### config.mk
export PLATFORM = sky130hd
export DESIGN_NAME = divider_16bit
export DESIGN_NICKNAME = d
export VERILOG_FILES = /design/src/rtl/divider_16bit.sv
export SDC_FILE = /design/constraint.sdc
export NUM_CORES = 1
export LEC_CHECK = 0
export CAP_MARGIN = 10
export CORE_MARGIN = 5
export CORE_UTILIZATION = 49
export DETAILED_ROUTE_END_ITERATION = 16
export HOLD_SLACK_MARGIN = 0.05
export PLACE_DENSITY = 0.77
export SLEW_MARGIN = 15
export SYNTH_ARGS = -nofsm -noshare
export SYNTH_HDL_FRONTEND = slang
export SYNTH_SLANG_ARGS = --single-unit
export TNS_END_PERCENT = 1
### constraint.sdc
create_clock -name clk -period 2.6 [get_ports clk]
set_input_delay 0.26 -clock clk [delete_from_list [all_inputs] [get_ports clk]]
set_output_delay 0.26 -clock clk [all_outputs]
set_load 0.01 [all_outputs]
### src/rtl/divider_16bit.sv
// divider_16bit -- multi-cycle unsigned restoring divider (DIVU/REMU).
// One subtract-and-shift step per clock; fixed WIDTH-cycle latency.
// Ports:
//   clk, rst          clock, asynchronous active-high reset
//   start             request a division (accepted in IDLE or DONE)
//   dividend, divisor operands, sampled only on the accepting edge
//   busy              high while the division is running
//   done              one-cycle pulse when results are loaded
//   quotient,remainder results, held until the next completion or reset
//   div_by_zero       latched divisor was zero (results follow RISC-V rules)
module divider_16bit #(
    parameter int WIDTH = 16
) (
    input  logic             clk,
    input  logic             rst,
    input  logic             start,
    input  logic [WIDTH-1:0] dividend,
    input  logic [WIDTH-1:0] divisor,
    output logic             busy,
    output logic             done,
    output logic [WIDTH-1:0] quotient,
    output logic [WIDTH-1:0] remainder,
    output logic             div_by_zero
);
    localparam int CW = $clog2(WIDTH + 1);

    typedef enum logic [1:0] {IDLE, RUN, DONE} state_t;

    state_t           state_q, state_d;
    logic [WIDTH-1:0] q_q, q_d;        // dividend shifting out, quotient shifting in
    logic [WIDTH:0]   r_q, r_d;        // partial remainder, one extra bit for borrow
    logic [WIDTH-1:0] dvs_q, dvs_d;
    logic [CW-1:0]    cnt_q, cnt_d;
    logic [WIDTH-1:0] quot_q, quot_d;
    logic [WIDTH-1:0] rem_q, rem_d;
    logic             dbz_q, dbz_d;

    logic [WIDTH:0]   p;
    logic [WIDTH:0]   diff;

    always_comb begin
        p     = {r_q[WIDTH-1:0], q_q[WIDTH-1]};
        diff  = p - {1'b0, dvs_q};

        state_d = state_q;
        q_d     = q_q;
        r_d     = r_q;
        dvs_d   = dvs_q;
        cnt_d   = cnt_q;
        quot_d  = quot_q;
        rem_d   = rem_q;
        dbz_d   = dbz_q;

        case (state_q)
            IDLE, DONE: begin
                state_d = IDLE;
                if (start) begin
                    q_d     = dividend;
                    dvs_d   = divisor;
                    r_d     = '0;
                    cnt_d   = '0;
                    state_d = RUN;
                end
            end
            RUN: begin
                // MSB of diff is the borrow: set means P < divisor, restore P.
                q_d   = {q_q[WIDTH-2:0], ~diff[WIDTH]};
                r_d   = diff[WIDTH] ? p : diff;
                cnt_d = cnt_q + CW'(1);
                if (cnt_q == CW'(WIDTH - 1)) begin
                    // A zero divisor never borrows, so Q ends all ones and R = dividend.
                    quot_d  = q_d;
                    rem_d   = r_d[WIDTH-1:0];
                    dbz_d   = (dvs_q == '0);
                    state_d = DONE;
                end
            end
            default: state_d = IDLE;
        endcase
    end

    always_ff @(posedge clk or posedge rst) begin
        if (rst) begin
            state_q <= IDLE;
            q_q     <= '0;
            r_q     <= '0;
            dvs_q   <= '0;
            cnt_q   <= '0;
            quot_q  <= '0;
            rem_q   <= '0;
            dbz_q   <= 1'b0;
        end else begin
            state_q <= state_d;
            q_q     <= q_d;
            r_q     <= r_d;
            dvs_q   <= dvs_d;
            cnt_q   <= cnt_d;
            quot_q  <= quot_d;
            rem_q   <= rem_d;
            dbz_q   <= dbz_d;
        end
    end

    assign busy        = (state_q == RUN);
    assign done        = (state_q == DONE);
    assign quotient    = quot_q;
    assign remainder   = rem_q;
    assign div_by_zero = dbz_q;

endmodule

**Word-level counts from Yosys, hierarchy flattened**

Cells that the tools add are included.

- Logic and storage cells: 33
- Flip-flop bits (word level): 88
- Output and inout bits: 35

- Eq/ne operators: 5
- Add/sub/neg operators: 2
- Mux-type cells: 10
- Bitwise gates (word level): 1
- Reduce and logical (&&, ||, !) cells: 7

Operators with widths:

| operator | number |
|---|---|
| $pmux W16 S2 | 2 |
| $mux W16 | 3 |
| $sub A17 B16 Y17 | 1 |
| $logic_not A16 Y1 | 1 |
| $pmux W5 S2 | 1 |
| $reduce_and A2 Y1 | 3 |
| $add A5 B1 Y5 const B | 1 |
| $eq A5 B4 Y1 const B | 1 |
| $mux W5 | 1 |
| $pmux W2 S2 | 1 |
| $eq A2 B1 Y1 const B | 1 |
| $eq A2 B2 Y1 const B | 1 |
| $logic_not A2 Y1 | 1 |
| $mux W2 | 1 |
| $ne A2 B1 Y1 const B | 1 |
| $ne A2 B2 Y1 const B | 1 |
| $reduce_bool A2 Y1 | 1 |
| $reduce_or A2 Y1 | 1 |
| $mux W1 | 1 |
| $not A1 Y1 | 1 |

**Logic depth before layout (Yosys ltp)**

Gate-level depths: netlist of the first run.

- Word-level depth: 4
- Gate-level depth with buffers: 11
- Depth with buffers taken out: 10

**Least setup slack after synthesis of the first run**

OpenSTA, ideal clock, no wires.

- Path kind: reg-to-reg
- From: reg dvs_q[0]
- To: reg r_q[3]
- Arrival time: 2434 ps
- Buffers on the path: 1
- Cell stages (with the launch flop): 11
- Required time: 2468 ps
- Path slack: 34 ps
- Cells stage by stage: dfrtp_1 ha_1 fa_1 nand2b_1 a21oi_2 o31ai_4 o21a_2 o221ai_4 buf_8 mux2i_1 o21ai_1

- Cells in the longest elaborated chain, start to end: 3

Ends and longest elaborated chain:

| what | line | RTL |
|---|---|---|
| start: declaration | 32 | `logic [WIDTH-1:0] dvs_q, dvs_d;` |
| start signal: assignment | 96 | `dvs_q <= dvs_d;` |
| $sub A17 B16 Y17 | 43 | `diff = p - {1'b0, dvs_q};` |
| $mux W16 | 68 | `r_d = diff[WIDTH] ? p : diff;` |
| $pmux W16 S2 | 54 | `case (state_q)` |
| end signal: assignment | 95 | `r_q <= r_d;` |
| end: declaration | 31 | `logic [WIDTH:0] r_q, r_d;` |

Every way passes these cells.
A chain may end at the register's enable or synchronous reset.

**Worst setup path in the final report of the first run**

- From: reg q_q[15]
- To: reg rem_q[1], in the netlist remainder[1]

- Cells in the longest elaborated chain, start to end: 2

Ends and longest elaborated chain:

| what | line | RTL |
|---|---|---|
| start: declaration | 30 | `logic [WIDTH-1:0] q_q, q_d;` |
| start signal: assignment | 94 | `q_q <= q_d;` |
| $sub A17 B16 Y17 | 43 |  |
| $mux W16 | 68 |  |
| end signal: assignment | 99 | `rem_q <= rem_d;` |
| end: declaration | 35 | `logic [WIDTH-1:0] rem_q, rem_d;` |

Every way passes these cells.

==> results.md, run 1 <==
* Status: finished clean
* Ys flop type: dfrtp_1
* Share of cells above drive strength 1 at 16.2%
* Seq/Total Area, Yosys at 49.1%
* EDFF count, synth at 0
* Largest cells by area after synthesis: dfrtp_1 (49%), nand2_1 (7.8%), ha_1 (5.0%)
* I/O pins at 70
* Clk pin slew, worst setup/hold paths at 0.11 ns
* Core Box Area at 8810 sq um
* RD Place Congestion at roughly 0.92
* Final nets at 587
* Yosys cell types at 52
* Final hold vios at 0
* Routed length per instance at 17.2 microns
* H-tree Lvls at 3
* FF-to-FF End: remainder[1]
* Pin slew with the least headroom to its limit at approximately 0.58 ns
* Global-route wire length before repair at 18.8 mm
* Die Span X at 106 microns
* Total GRT Usage at 21.0%
* Post-DP HPWL at 8.03 mm
* CP Buf/Inv Count at 2
* CTS tree: done
* Setup CP Type: reg -> reg
* Pin count of the biggest net entering global routing at 49
* Commonest non-fill, non-tap cell in the layout: nand2_1
* Crit path DAT at 2.81 ns
* Vias at 3537
* Remaining antenna violation count at 0
* Crit path time final at 2.52 ns
* Fmax achieved at 397 MHz
* Clk sinks at 88
* Max Cap Viol at 0
* Hold buffers post-CTS at 0
* Synth-to-layout area growth at 28.2%
* Final slew viol count at 0
* Slew margin rel. at approximately three fifths
* CP Data Required Time at 2.89 ns
* CTS Buffer Depth at 2
* Worst reg2reg path depth at 11
* Hold Path Class: in -> async
* Final Skew at 0.0131 ns
* Routed WL at between 10 and 15 mm
* Iteration-0 DRC Markers at 130
* Number of global-route vias before repair at about 3800
* Crit. path cell count at 11
* Synth Register Bits at 88
* Largest area contributor in the netlist: dfrtp_1
* Num CTS Buffers at 9
* Asr flop ratio synth at between 90% and 100%
* Vias/cell at ~5.5
* Num rows at 34
* ANT cells at 0
* Crit path cell chain: inv_2 -> ha_2 -> fa_2 -> nand2b_4 -> a21oi_4 -> o31ai_4 -> o21a_2 -> o221ai_4 -> buf_12 -> mux2_4 -> o21ai_2
* Root buffer cell: clkbuf_8
* Initial Utilization at about half
* Maximum fanout along the worst path at 8
* Mapped Nets at 509
* Crit path max-delay family: compound AO/OA/AOI/OAI gates
* Total congestion overflow at 0
* Reg2reg setup slack at approximately 0.08 ns
* Startpoint types: flip-flop
* Synth Area per Inst at 9.85 sq um
* Fin util at about two thirds
* First-pass DRT Iterations at 4
* Post-Synthesis Cell Area at 4480 sq um
* Yosys warning count at 0
* Total Die Area at 11200 sq um
* # DRC at 0
* Final cycle utilization of the critical path at 97.0%
* Worst path slowest cell: dfrtp_1
* Synth Instances at 455
* Setup Viol. Count Final at 0
* Clk Latency, worst-skew pair at 0.37 ns
* Die Height at 106 microns
* Reg-to-reg startpoint: q_q[15]
* # port buffers at 69
* Yosys top cell area share at 49.1%
* Initial antenna violation count at 0
* Crit end category: flip-flop
* Most frequent cells in the layout: nand2_1 (93), dfrtp_1 (88), clkdlybuf4s50_1 (69)
* CP peak stage delay at roughly 0.36 ns
* RSZ-0062 raised after global routing: yes
-- per-stage QoR --
step / setup TNS (ns) / setup slack, ns / instances / hold slack (ns) / area, sq um
finish: 0 / 0.0785 / 646 / 0.130 / 5750
CTS: 0 / 0.00773 / 647 / 0.132 / 5670
floorplan: 0 / 0.0338 / 455 / 0.365 / 4480
global route: -0.0240 / -0.00920 / 646 / 0.143 / 5750
detailed placement: -1.08 / -0.0953 / 627 / 0.471 / 5370
global placement: -0.0337 / -0.0203 / 627 / 0.463 / 5370
-- layout make-up --
| class | instances | area, sq um |
|---|---|---|
| multi-input cells | 321 | 2220 |
| flip-flops and latches | 88 | 2200 |
| clock buffers | 9 | 124 |
| fillers | 722 | 3060 |
| clock inverters | 7 | 97.6 |
| inverters | 24 | 91.3 |
| well taps | 108 | 135 |
| repair buffers | 89 | 873 |
-- sequential cells by signal (all words and copies together), names as in the netlist --
name	count
q_q	16
dvs_q	16
r_q	16
div_by_zero	1
cnt_q	5
state_q	2
quotient	16
remainder	16
-- metal layers --
metal,up-vias,track usage [%],share of wire (%)
met3,16,4.28,4.3
met5,-,0,0
met2,79,36.7,52
li1,1742,-,-
met4,0,6.94,1.7
met1,1700,25.9,42
-- worst reg2reg max path, stage by stage, from the launching register on --
cell      delay (ns)
dfrtp_1         0.36
inv_2           0.05
ha_2            0.18
fa_2            0.34
nand2b_4        0.16
a21oi_4         0.16
o31ai_4         0.09
o21a_2          0.23
o221ai_4        0.25
buf_12          0.18
mux2_4          0.32
o21ai_2         0.13
-- cell families after synthesis --
family / synth area share [%]
AOI/OAI and AO/OA: 17.7
xor gates and xnor gates: 2.15
adders and majority gates: 5.47
buffers and inverters: 4.35
DFF: 49.1
muxes: 7.57
and+or+nand+nor: 13.6
-- cells in the mapped netlist (2+ instances only) --
cell type	n
a211oi_1	3
a21o_1	6
a21oi_1	14
a22oi_1	15
and3_1	2
buf_1	2
buf_2	2
clkbuf_1	15
dfrtp_1	88
ha_1	18
inv_1	23
mux2_2	15
mux2_4	4
mux2i_1	11
nand2_1	93
nand2b_1	6
nand3_1	2
nand4_1	5
nor2_1	14
nor2b_1	4
nor3_1	2
nor4_1	4
o211ai_1	5
o21ai_0	36
o21ai_1	24
o21ai_2	2
o21bai_1	2
o31ai_1	3
or3_1	2
or3b_2	2
xnor2_1	7
xor2_1	4
-- timing repair --
action	CTS	global route
buffers inserted	3	0
resized for setup	9	19
cloned	1	0
endpoints found under the setup margin	32	32
pin swaps	7	5
-- worst max-delay path by stage --
stage | start | end | slack, ns
floorplan | dvs_q[0] | r_q[3] | 0.03
global placement | q_q[15] | remainder[3] | -0.02
detailed placement | q_q[15] | remainder[3] | -0.1
CTS | q_q[15] | remainder[2] | 0.008
global route | q_q[15] | remainder[1] | -0.009
finish | q_q[15] | remainder[1] | 0.08
Power of run 1 is left out: the tool's default activity adds up to more than one toggle a clock period on the data nets, which glitch-free logic cannot reach.
==> inputs of run 2 (changes only) <==
CORE_MARGIN = default   (was 5)
CTS_CLUSTER_DIAMETER = 30   (was default)
PLACE_DENSITY = 0.84   (was 0.77)
==> run 2 against run 1 <==
  * The flow now finishes with violations (DRC)
  * Maximum frequency is essentially flat
  * Sequential share of layout area is 0.94 points higher
  * Final cell count decreased by 0.31%
  * Non-clock buffer count down 2
  * Cell area fell by 2.4%
  * Global-route usage grew 1.8 points
  * Die area decreased by 15%
  * Setup slack gained 0.0018 ns
  * Routed wire length shrank 6.3%
  * Clock skew up 0.0014 ns
  * Count of clock-buffer cells in the layout increased by 1
  * First-iteration DRC count up 16%
==> results.md, run 2 (synthesized netlist as in run 1, its figures left out) <==
* Global-route wire length before repair at 17.2 mm (-8.8%)
* Total congestion overflow at 0 (unchanged)
* Post-layout instance area at 5610 sq um (-2.4%)
* Routed length per instance at 16.2 microns (-6.0%)
* Initial Utilization at 50.9% (unchanged)
* Pin slew with the least headroom to its limit at 0.697 ns (+0.122 ns)
* Clk pin slew, worst setup/hold paths at 0.10 ns (about the same)
* Crit end category: flip-flop
* Crit path time final at 2.52 ns (-0.00176 ns)
* Fmax achieved at 397 MHz (about the same)
* Num rows at 34 (unchanged)
* First-pass DRT Iterations at 10 (+6)
* Setup CP Type: reg -> reg
* P_leak at approximately 2.5 nW
* Hold Path Class: in -> async
* Iteration-0 DRC Markers at 151 (+16%)
* # DRC at 4 (+4)
* Placed cell area at 5370 sq um (+0.14%)
* Pwr/cell area at between 1500 and 2000 nW/um^2
* Final cycle utilization of the critical path at 96.9% (about the same)
* Crit path DAT at 2.81 ns (about the same)
* Post-CTS setup buffers at 0 (-3)
* Clk sinks at 88 (unchanged)
* Total GRT Usage at 22.7% (+1.8 points)
* Vias/cell at 5.58 (+1.8%)
* # port buffers at 69 (unchanged)
* Die Span X at 97.6 microns (-7.6%)
* Worst vdd ir at 0.746 mV
* Total Die Area at 9530 sq um (-15%)
* Most frequent cells in the layout: nand2_1 (93), dfrtp_1 (88), clkdlybuf4s50_1 (69)
* Pin count of the biggest net entering global routing at 49 (unchanged)
* Clk Latency, worst-skew pair at 0.36 ns (about the same)
* CTS Buffer Depth at 2 (unchanged)
* Placed cells at 628 (+0.16%)
* I/O pins at 70 (unchanged)
* Startpoint types: flip-flop
* Slew margin rel. at 53.5% (-7.9 points)
* Maximum fanout along the worst path at 12 (+4)
* Setup Viol. Count Final at 0 (unchanged)
* RSZ-0062 raised after global routing: yes
* Remaining antenna violation count at 0 (unchanged)
* Fillers at 715 (-0.97%)
* Number of global-route vias before repair at 3667 (-2.8%)
* Die Height at 97.6 microns (-7.6%)
* Commonest non-fill, non-tap cell in the layout: nand2_1
* Num CTS Buffers at 9 (unchanged)
* Final nets at 585 (-0.34%)
* Core Box Area at 8810 sq um (unchanged)
* Final Skew at 0.0145 ns (+0.00139 ns)
* CTS tree: done
* CP Data Required Time at 2.89 ns (about the same)
* Failing checks: DRC
* Max Cap Viol at 0 (unchanged)
* Root buffer cell: clkbuf_8
* Initial antenna violation count at 0 (unchanged)
* Final std cells w/o fill at 644 (-0.31%)
* Final hold vios at 0 (unchanged)
* ANT cells at 0 (unchanged)
* Post-DP HPWL at 7.66 mm (-4.6%)
* Post-layout power at 9.51 mW
* Synth-to-layout area growth at 25.2%
* Fin util at 63.7% (-1.6 points)
* Status: finished with violations
* H-tree Lvls at 3 (unchanged)
* Vias at 3591 (+1.5%)
* RD Place Congestion at 0.873 (-5.5%)
* Final slew viol count at 0 (unchanged)
* Share of cells above drive strength 1 at 14.7% (-1.4 points)
* Routed WL at 10.4 mm (-6.3%)
-- run 2: cell count changes in the layout (fill, tap and decap cells not counted), sizes merged --
| cell | change |
|---|---|
| bufinv | -1 |
| clkinvlp | +1 |
| buf | -2 |
| clkbuf | +1 |
| inv | -1 |
-- run 2: critical path: stages (launching register included) --
cell and delay [ns]:
dfrtp_1 0.39, ha_1 0.21, fa_2 0.35, nand2b_4 0.16, a21oi_4 0.16, o31ai_4 0.10, o21a_2 0.23, o221ai_4 0.21
buf_12 0.19, mux2_4 0.31, o21ai_1 0.13
-- run 2: cell type report --
cell class / instances / area [sq um] / area share, %
clock buffer: 10 / 138 / 2.45
clock inverter: 6 / 50.0 / 0.892
timing repair buffer: 87 / 851 / 15.2
multi-input combinational: 321 / 2140 / 38.2
tap: 108 / 135 / 2.41
sequential: 88 / 2200 / 39.3
inverter: 24 / 91.3 / 1.63
-- run 2: routing by layer --
metal | vias up | GRT usage [%] | part of all wire, %
li1 | 1736 | - | -
met4 | 0 | 8.62 | 1.8
met1 | 1731 | 27.8 | 41
met2 | 107 | 40.2 | 52
met5 | - | 0 | 0
met3 | 17 | 3.74 | 5.1
-- run 2: final timing paths --
| check | slack [ns] | cells past startpoint | start | to |
|---|---|---|---|---|
| worst max-delay path | 0.08 | 10 | dvs_q[0] | r_q[14] |
| worst min-delay path | 0.31 | 2 | rst | quotient[1] |
| worst max register to register | 0.08 | 10 | dvs_q[0] | r_q[14] |
| worst min register to register | 0.49 | 2 | remainder[14] | remainder[14] |
| max in group asynchronous | 1.57 | 3 | rst | dvs_q[1] |
| min in group clk | 0.43 | 3 | divisor[0] | dvs_q[0] |
-- run 2: stage by stage --
step	hold WS, ns	TNS (ns)	worst slack (ns)
2_1_floorplan	0.365	0	0.0338
4_1_cts	0.335	0	0.00593
3_5_place_dp	0.475	-1.53	-0.142
5_1_grt	0.383	-0.00780	-0.00780
6_report	0.308	0	0.0802
3_3_place_gp	0.463	0	0.0510
-- run 2: what timing repair did --
action | 4_1_cts | 5_1_grt
hold buffers | 0 | 0
setup endpoints to repair | 31 | 32
gates resized for setup | 2 | 9
pin swaps | 1 | 0
-- run 2: report_power, final --
part	internal (mW)	switching, mW	total (mW)	leakage, nW
sequential	2.08	0.501	2.58	1.05
clock	0.388	0.535	0.923	0.0952
combinational	2.91	3.10	6.01	1.32
Note: power is estimated with default switching activity, not from simulation.
==> inputs of run 3 (changes only) <==
CAP_MARGIN = default   (was 10)
==> results of run 3 <==
No change in the layout: final DEF, timing and power equal those of run 2.
